--- config.mk ---
export PLATFORM = sky130hd
export DESIGN_NAME = wash_cycle_timer
export DESIGN_NICKNAME = d
export VERILOG_FILES = /design/src/rtl/wash_cycle_timer.sv
export SDC_FILE = /design/constraint.sdc
export NUM_CORES = 1
export LEC_CHECK = 0
export ABC_AREA = 1
export BUFFER_PORTS_ARGS = -buffer_cell sky130_fd_sc_hd__buf_2
export CELL_PAD_IN_SITES_DETAIL_PLACEMENT = 1
export CELL_PAD_IN_SITES_GLOBAL_PLACEMENT = 1
export CORE_ASPECT_RATIO = 2
export CORE_MARGIN = 3
export CORE_UTILIZATION = 48
export DETAILED_ROUTE_END_ITERATION = 12
export PLACE_DENSITY = 0.86
export RECOVER_POWER = 50
export SLEW_MARGIN = 15
export SYNTH_ARGS = -nofsm -noshare
export SYNTH_HDL_FRONTEND = slang
export SYNTH_SLANG_ARGS = --single-unit
--- constraint.sdc ---
create_clock -name i_clk -period 13.7 [get_ports i_clk]
set_input_delay 2.055 -clock i_clk [delete_from_list [all_inputs] [get_ports i_clk]]
set_output_delay 2.055 -clock i_clk [all_outputs]
set_load 0.01 [all_outputs]
--- src/rtl/wash_cycle_timer.sv ---
// wash_cycle_timer: 1 s tick wash-phase sequencer with BCD countdown and per-second billing.
// Billing (debit, start qualification, HOLD, topup) is enabled by defining WASH_BILLING_EN.
module wash_cycle_timer #(
    parameter int CLK_HZ  = 100_000_000,
    parameter int BAL_W   = 11,
    parameter int FILL_S  = 10,
    parameter int WASH_S  = 60,
    parameter int RINSE_S = 30,
    parameter int SPIN_S  = 20,
    parameter int RATE    = 1
) (
    input  logic             i_clk,
    input  logic             i_rst_n,
    input  logic             i_on,
    input  logic             i_start,
    input  logic [BAL_W-1:0] i_bal_in,
    input  logic             i_topup,
    input  logic [BAL_W-1:0] i_topup_amt,
    output logic [BAL_W-1:0] o_bal_out,
    output logic [3:0]       o_d3,
    output logic [3:0]       o_d2,
    output logic [3:0]       o_d1,
    output logic [3:0]       o_d0,
    output logic [2:0]       o_phase,
    output logic [7:0]       o_st_light,
    output logic             o_done,
    output logic             o_hold,
    output logic             o_tick
);
    localparam int PW = $clog2(CLK_HZ);
    localparam logic [PW-1:0] P_MAX = PW'(CLK_HZ - 1);
    localparam logic [13:0] TOT = 14'(FILL_S + WASH_S + RINSE_S + SPIN_S);
    localparam logic signed [BAL_W-1:0] RATE_B = BAL_W'(RATE);
    localparam logic signed [BAL_W-1:0] BAL_MAX = {1'b0, {(BAL_W-1){1'b1}}};
`ifdef WASH_BILLING_EN
    localparam bit BILL = 1'b1;
`else
    localparam bit BILL = 1'b0;
`endif

    typedef enum logic [2:0] {IDLE = 3'd0, FILL, WASH, RINSE, SPIN, DONE, HOLD} phase_t;

    phase_t                  r_phase, r_saved, w_phase_n, w_adv;
    logic [PW-1:0]           r_presc, w_presc_n;
    logic [13:0]             r_rem, r_left, w_rem_n, w_left_n, w_dur;
    logic signed [BAL_W-1:0] r_bal, w_bal_d, w_bal_n;
    logic signed [BAL_W:0]   w_sum;
    logic                    w_run, w_wrap, w_short, w_tick, w_start_ok, w_show0;
    logic [3:0]              w_th, w_hu, w_te, w_un;
    logic [7:0]              w_light_n;

    assign o_phase   = r_phase;
    assign o_bal_out = r_bal;
    assign o_tick    = w_tick;

    always_comb begin
        w_run      = (r_phase >= FILL) && (r_phase <= SPIN) && i_on;
        w_wrap     = w_run && (r_presc == P_MAX);
        w_short    = BILL && (r_bal < RATE_B);
        w_tick     = w_wrap && !w_short;
        w_start_ok = i_start && (r_phase == IDLE || r_phase == DONE) &&
                     (!BILL || $signed(i_bal_in) >= RATE_B);
        w_adv      = phase_t'(r_phase + 3'd1);
        w_dur      = (w_adv == WASH)  ? 14'(WASH_S)  :
                     (w_adv == RINSE) ? 14'(RINSE_S) :
                     (w_adv == SPIN)  ? 14'(SPIN_S)  : 14'd0;
        // debit first, then the saturating topup on the debited value
        w_bal_d    = (BILL && w_tick) ? r_bal - RATE_B : r_bal;
        w_sum      = {w_bal_d[BAL_W-1], w_bal_d} + {1'b0, i_topup_amt};
        w_bal_n    = w_start_ok ? i_bal_in :
                     (!BILL || !i_topup) ? w_bal_d :
                     (w_sum[BAL_W] != w_sum[BAL_W-1]) ? BAL_MAX : w_sum[BAL_W-1:0];
        w_phase_n  = r_phase;
        w_presc_n  = r_presc;
        w_rem_n    = r_rem;
        w_left_n   = r_left;
        if (w_start_ok) begin
            w_phase_n = FILL;
            w_presc_n = '0;
            w_rem_n   = TOT;
            w_left_n  = 14'(FILL_S);
        end else if (r_phase == HOLD) begin
            if (r_bal >= RATE_B) begin
                w_phase_n = r_saved;
                w_presc_n = '0;
            end
        end else if (w_wrap && w_short) begin
            w_phase_n = HOLD;
        end else if (w_run) begin
            w_presc_n = w_wrap ? '0 : r_presc + 1'b1;
            if (w_tick) begin
                w_rem_n   = r_rem - 14'd1;
                w_left_n  = (r_left == 14'd1) ? w_dur : r_left - 14'd1;
                w_phase_n = (r_left == 14'd1) ? w_adv : r_phase;
            end
        end
        w_light_n = (w_phase_n == IDLE) ? 8'hFF : (~(8'h01 << (w_phase_n - 3'd1)) | 8'hC0);
        w_show0   = (r_phase == IDLE) || (r_phase == DONE);
        w_th      = 4'(r_rem / 14'd1000);
        w_hu      = 4'((r_rem / 14'd100) % 14'd10);
        w_te      = 4'((r_rem / 14'd10) % 14'd10);
        w_un      = 4'(r_rem % 14'd10);
    end

    always_ff @(posedge i_clk or negedge i_rst_n) begin
        if (!i_rst_n) begin
            r_phase    <= IDLE;
            r_saved    <= IDLE;
            r_presc    <= '0;
            r_rem      <= '0;
            r_left     <= '0;
            r_bal      <= '0;
            o_d3       <= 4'd11;
            o_d2       <= 4'd11;
            o_d1       <= 4'd11;
            o_d0       <= 4'd0;
            o_st_light <= 8'hFF;
            o_done     <= 1'b0;
            o_hold     <= 1'b0;
        end else begin
            r_phase    <= w_phase_n;
            r_saved    <= (r_phase != HOLD) ? r_phase : r_saved;
            r_presc    <= w_presc_n;
            r_rem      <= w_rem_n;
            r_left     <= w_left_n;
            r_bal      <= w_bal_n;
            o_d3       <= (w_show0 || w_th == 4'd0) ? 4'd11 : w_th;
            o_d2       <= (w_show0 || (w_th == 4'd0 && w_hu == 4'd0)) ? 4'd11 : w_hu;
            o_d1       <= (w_show0 || (w_th == 4'd0 && w_hu == 4'd0 && w_te == 4'd0)) ? 4'd11 : w_te;
            o_d0       <= w_show0 ? 4'd0 : w_un;
            o_st_light <= w_light_n;
            o_done     <= (w_phase_n == DONE);
            o_hold     <= (w_phase_n == HOLD);
        end
    end
endmodule

=== After elaboration in Yosys (flattened, before gate mapping) ===
Cells that the tools add are included.
W data, S select, Z words.

* Logic and storage cells: 89
* Output and inout port bits: 41
* Flip-flop bits (word level): 97
* Input port bits: 27

* Div/mod/pow operators: 6
* Add/sub/neg operators: 5
* Bitwise logic cells: 1
* Reductions and logical operators: 20
* Shift operators: 1
* Eq/ne operators: 12
* Multiplexer cells: 28
* Order comparisons: 3

{| class="wikitable"
|+ Operators by type and width
! kind !! count
|-
| $mux W27 || 5
|-
| $mux W14 || 9
|-
| $mod A14 B4 Y14 const B || 3
|-
| $sub A14 B1 Y14 const B || 2
|-
| $add A27 B1 Y27 const B || 1
|-
| $eq A27 B27 Y1 const B || 1
|-
| $mux W3 || 6
|-
| $mux W4 || 4
|-
| $eq A3 B3 Y1 const B || 5
|-
| $div A14 B10 Y14 const B || 1
|-
| $div A14 B4 Y14 const B || 1
|-
| $div A14 B7 Y14 const B || 1
|-
| $eq A14 B1 Y1 const B || 1
|-
| $logic_not A4 Y1 || 3
|-
| $mux W6 || 2
|-
| $ge A11 B2 Y1 const B || 1
|-
| $mux W5 || 2
|-
| $eq A3 B2 Y1 const B || 2
|-
| $logic_and A1 B1 Y1 || 6
|-
| $logic_not A3 Y1 || 2
|-
| $not A6 Y6 || 1
|-
| $shl A1 B3 Y6 const A || 1
|-
| $logic_or A1 B1 Y1 || 4
|-
| $reduce_bool A2 Y1 || 2
|-
| 10 further kinds || 10
|}

=== Depth between registers and ports, before layout ===
* Depth after elaboration: 12
* Mapped depth: 60

=== Worst setup path after synthesis ===
Ideal clock, no wire load.

* Path type: reg-to-reg
* From: register r_rem[11]
* To: register o_d1[1]
* Library setup time: 0.098 ns
* Path slack: 8.924 ns
* Data arrival time: 4.677 ns
* Cell stages (with the launch flop): 57
* Buffers on the path: 1
* Cells stage by stage: dfrtp_1 buf_4 inv_4 nand2_1 nand2_1 nand3_1 nand2_1 nand2_1 nand2_1 nand2_1 nand2_1 nand2_1 nand2_2 nand2_2 nand2_1 nand3_1 nand2_2 nand2_1 [... 21 more ...] nand2_1 nand2_1 inv_1 nand2_1 nand3_2 nor2_2 nand3_2 nand2_1 nand2_1 nand2_1 inv_1 ha_1 xnor2_1 nand2_1 nand2_1 inv_2 nand3_2 nand3_1

* Longest elaborated chain between the ends: 7

{| class="wikitable"
|+ Ends and longest elaborated chain
! item !! line !! source
|-
| from (decl) || 45 || <nowiki>logic [13:0] r_rem, r_left, w_rem_n, w_left_n, w_dur;</nowiki>
|-
| from (signal assigned) || 124 || <nowiki>r_rem <= w_rem_n;</nowiki>
|-
| $div A14 B7 Y14 || 100 || <nowiki>w_hu = 4'((r_rem / 14'd100) % 14'd10);</nowiki>
|-
| $mod A14 B4 Y14 || 100 ||
|-
| $logic_not A4 Y1 || 129 || <nowiki>o_d1 <= (w_show0 || (w_th == 4'd0 && w_hu == 4'd0 && w_te == 4'd0)) ? 4'd11 : w_te;</nowiki>
|-
| $logic_and A1 B1 Y1 (2 in series) || 129 ||
|-
| $logic_or A1 B1 Y1 || 129 ||
|-
| $mux W4 * || 129 ||
|-
| to (signal assigned) || 129 ||
|-
| to (decl) || 22 || <nowiki>output logic [3:0] o_d1,</nowiki>
|}

Mark *: on every way between the ends. The rest lies on a longest branch, timed or not.
A chain may end at the register's enable or synchronous reset.

==> impl_metrics.toml <==
[run_status]
status = "finished, violations left"
violations = "capacitance limit, slew limit"

[worst_setup_path]
crit_path_max_fanout = 67
worstPathCellList = "clkbuf_1 -> clkbuf_1"
cp.arrival_ps = 5940
path_buf_inv = 2
slowest_stage = "clkbuf_1"
timing.critical_path.mode_cell = "clkbuf_1"
crit_family = "buffers and inverters"
max_stage_delay_ps = 2730
cp-start-kind = "input port"
crit_cells = 2
endpoint_kind = "asynchronous set/reset pin"
rr_worst_depth = 55
required_ps = 13290
crit_type = "input port to asynchronous set/reset pin"

[cells_and_area]
syn_to_final_growth_pct = 8.39
nets = 1283
layout.area.seq_mm2 = 0.00242
multi_input_area_mm2 = 0.00482
most-common-layout-cells = "nand2_1, inv_1, nor2_1"
final_common_cell = "nand2_1"
diodes = 0
drive_above_1_share_pct = 15.7
n_fill_cell = 2273
fin_util_pct = 53.4

[synthesis]
synth_edf_count = 0
syn_area_mm2 = 0.00806
synth_warnings = 0
ys.flop_type = "dfrtp_1"
synth_cell_type_count = 60
synth_top_family_by_area = "simple AND/OR/NAND/NOR gates"
async_flop_share_pct = 100
synth_seq_cells = 96
synth-compound-area-share_pct = 10.8
yosys.area_share.simple_pct = 41.7
synth_adder_area_share_pct = 3.26
synth_cells = 1190
synth_xor_area_share_pct = 3.65
synth_seq_area_share_pct = 30.0
postSynthAreaPerCell_um2 = 6.77
synthMuxAreaShare_pct = 0.248

[timing]
finClkSkew_ps = 8.79
report.final.slew_viol_count = 99
rsz0062_at_grt = "false"
relSlewSlack_pct = -152
max_freq_ghz = 0.158
setup-tns-final_ps = 0
hold_violations = 0
worst_slew_pin_slew_ps = 3790
fin_crit_sh_pct = 46.3
setup_viol = 0
fin_crit_ps = 6340

[placement]
hpwlAfterDp_mm = 18.9
globalplace.congestion = 0.888
io_buffers = 53

[cts]
tritoncts = "done"
cts_made_buffers = 9
cts_sinks = 96
clockBufferDepth = 2
ctsHtreeMaxLevel = 3
post_cts_buffers = 0
postCtsHoldBufs = 0
cts_root_buf = "clkbuf_16"
clkTransAtPathRegs_ps = 70
clk_latency_ps = 360
cts-resized-gates = 0

[floorplan]
io_pins = 68
die_y_um = 189
fp.coreArea_mm2 = 0.0164
std_cell_rows = 66
dieWidth_um = 97.6
start_util_pct = 49.3
dieArea_mm2 = 0.0185

[hold_path]
hold_depth = 1
worst_hold_path_type = "register to register"

[routing]
num_vias = 8159
drtPass1Iterations = 4
routed_via_density = 5.65
wl_per_cell_um = 16.9
ant_nets = 0
detail_route.iter0.violations = 272
wl_mm = 24.3
drc_errors = 0

[power_and_ir_drop]
power_mw = 0.640
ir_drop_v = 0.0000988
p_per_area_mw_per_mm2 = 73.3
p_leak_nw = 4.42

[flow_run]
drv_cap = 2

[global_route]
grt_usage_pct = 26.9
first_global_vias = 8952
grt_pass1_wl_mm = 40.6
antenna_found_initial = 0
grt_overflow = 0
grt_max_degree = 68
worst paths after layout:
path	startpoint	to	slack, ps
setup / recovery	i_rst_n	r_presc[9]	7360
hold / removal	r_presc[6]	r_presc[7]	500
setup reg to reg	r_rem[11]	o_d1[3]	7520
hold reg to reg	r_presc[6]	r_presc[7]	500
max in group i_clk	r_rem[11]	o_d1[3]	7520
min in group asynchronous	i_rst_n	o_bal_out[5]	2060
registers in the layout, indices dropped and copies added (netlist names):
signal	cells
o_bal_out	11
o_d0	4
o_done	1
o_d1	4
o_d2	4
r_left	14
r_presc	27
o_phase	3
o_d3	4
r_rem	14
o_hold	1
r_saved	3
o_st_light	6
per-stage QoR:
step	cell area (µm²)	worst slack, ps	instances	hold slack (ps)
2_1_floorplan	8060	8920	1191	446
6_report	8730	7360	1444	501
4_1_cts	8770	7570	1444	501
3_5_place_dp	8470	7810	1428	486
5_1_grt	8730	6480	1444	523
3_3_place_gp	8470	8040	1428	468
synth_stat cells (5+ instances only):
| master | n | area [µm²] |
|---|---|---|
| a31oi_1 | 6 | 37.5 |
| clkinv_1 | 6 | 22.5 |
| ha_1 | 21 | 263 |
| o22ai_1 | 6 | 37.5 |
| buf_4 | 5 | 37.5 |
| dfstp_2 | 15 | 394 |
| a21oi_1 | 41 | 205 |
| nand3_1 | 99 | 495 |
| nand2_4 | 12 | 135 |
| nor4_1 | 10 | 62.6 |
| nand2_2 | 46 | 288 |
| inv_2 | 21 | 78.8 |
| nor2_4 | 6 | 67.6 |
| nand3_2 | 11 | 110 |
| nor2_2 | 13 | 81.3 |
| nor2_1 | 108 | 405 |
| o21ai_1 | 16 | 80.1 |
| dfrtp_1 | 81 | 2030 |
| xor2_1 | 18 | 158 |
| xnor2_1 | 10 | 87.6 |
| o21ai_0 | 52 | 260 |
| nand4_1 | 27 | 169 |
| nor3_1 | 35 | 175 |
| inv_1 | 157 | 589 |
| nand2_1 | 287 | 1080 |
| clkbuf_1 | 11 | 41.3 |
metal layers:
metal,GRT usage [%],wire [µm]
met3,2.95,452
met2,54.8,14300
met1,24.7,8340
met4,15.3,1280
met5,0,0
report_power, final:
group	internal [mW]	switching (mW)
sequential	0.301	0.0179
clock	0.129	0.127
combinational	0.0215	0.0446
logic make-up after synthesis:
logic type	after synthesis
compound gates	151
mux	2
simple gates	681
flops	96
other cells	1
fa+ha+maj	21
buf+inv	207
xor+xnor	31
area by class of cell:
| type | count | share of cell area, % |
|---|---|---|
| clock buffer | 9 | 2.58 |
| clock inverter | 7 | 0.759 |
| sequential | 96 | 27.7 |
| timing repair buffer | 55 | 2.87 |
| tap | 204 | 2.92 |
| multi-input combinational | 888 | 55.2 |
| inverter | 185 | 7.98 |
(Power assumes the default switching activity.)
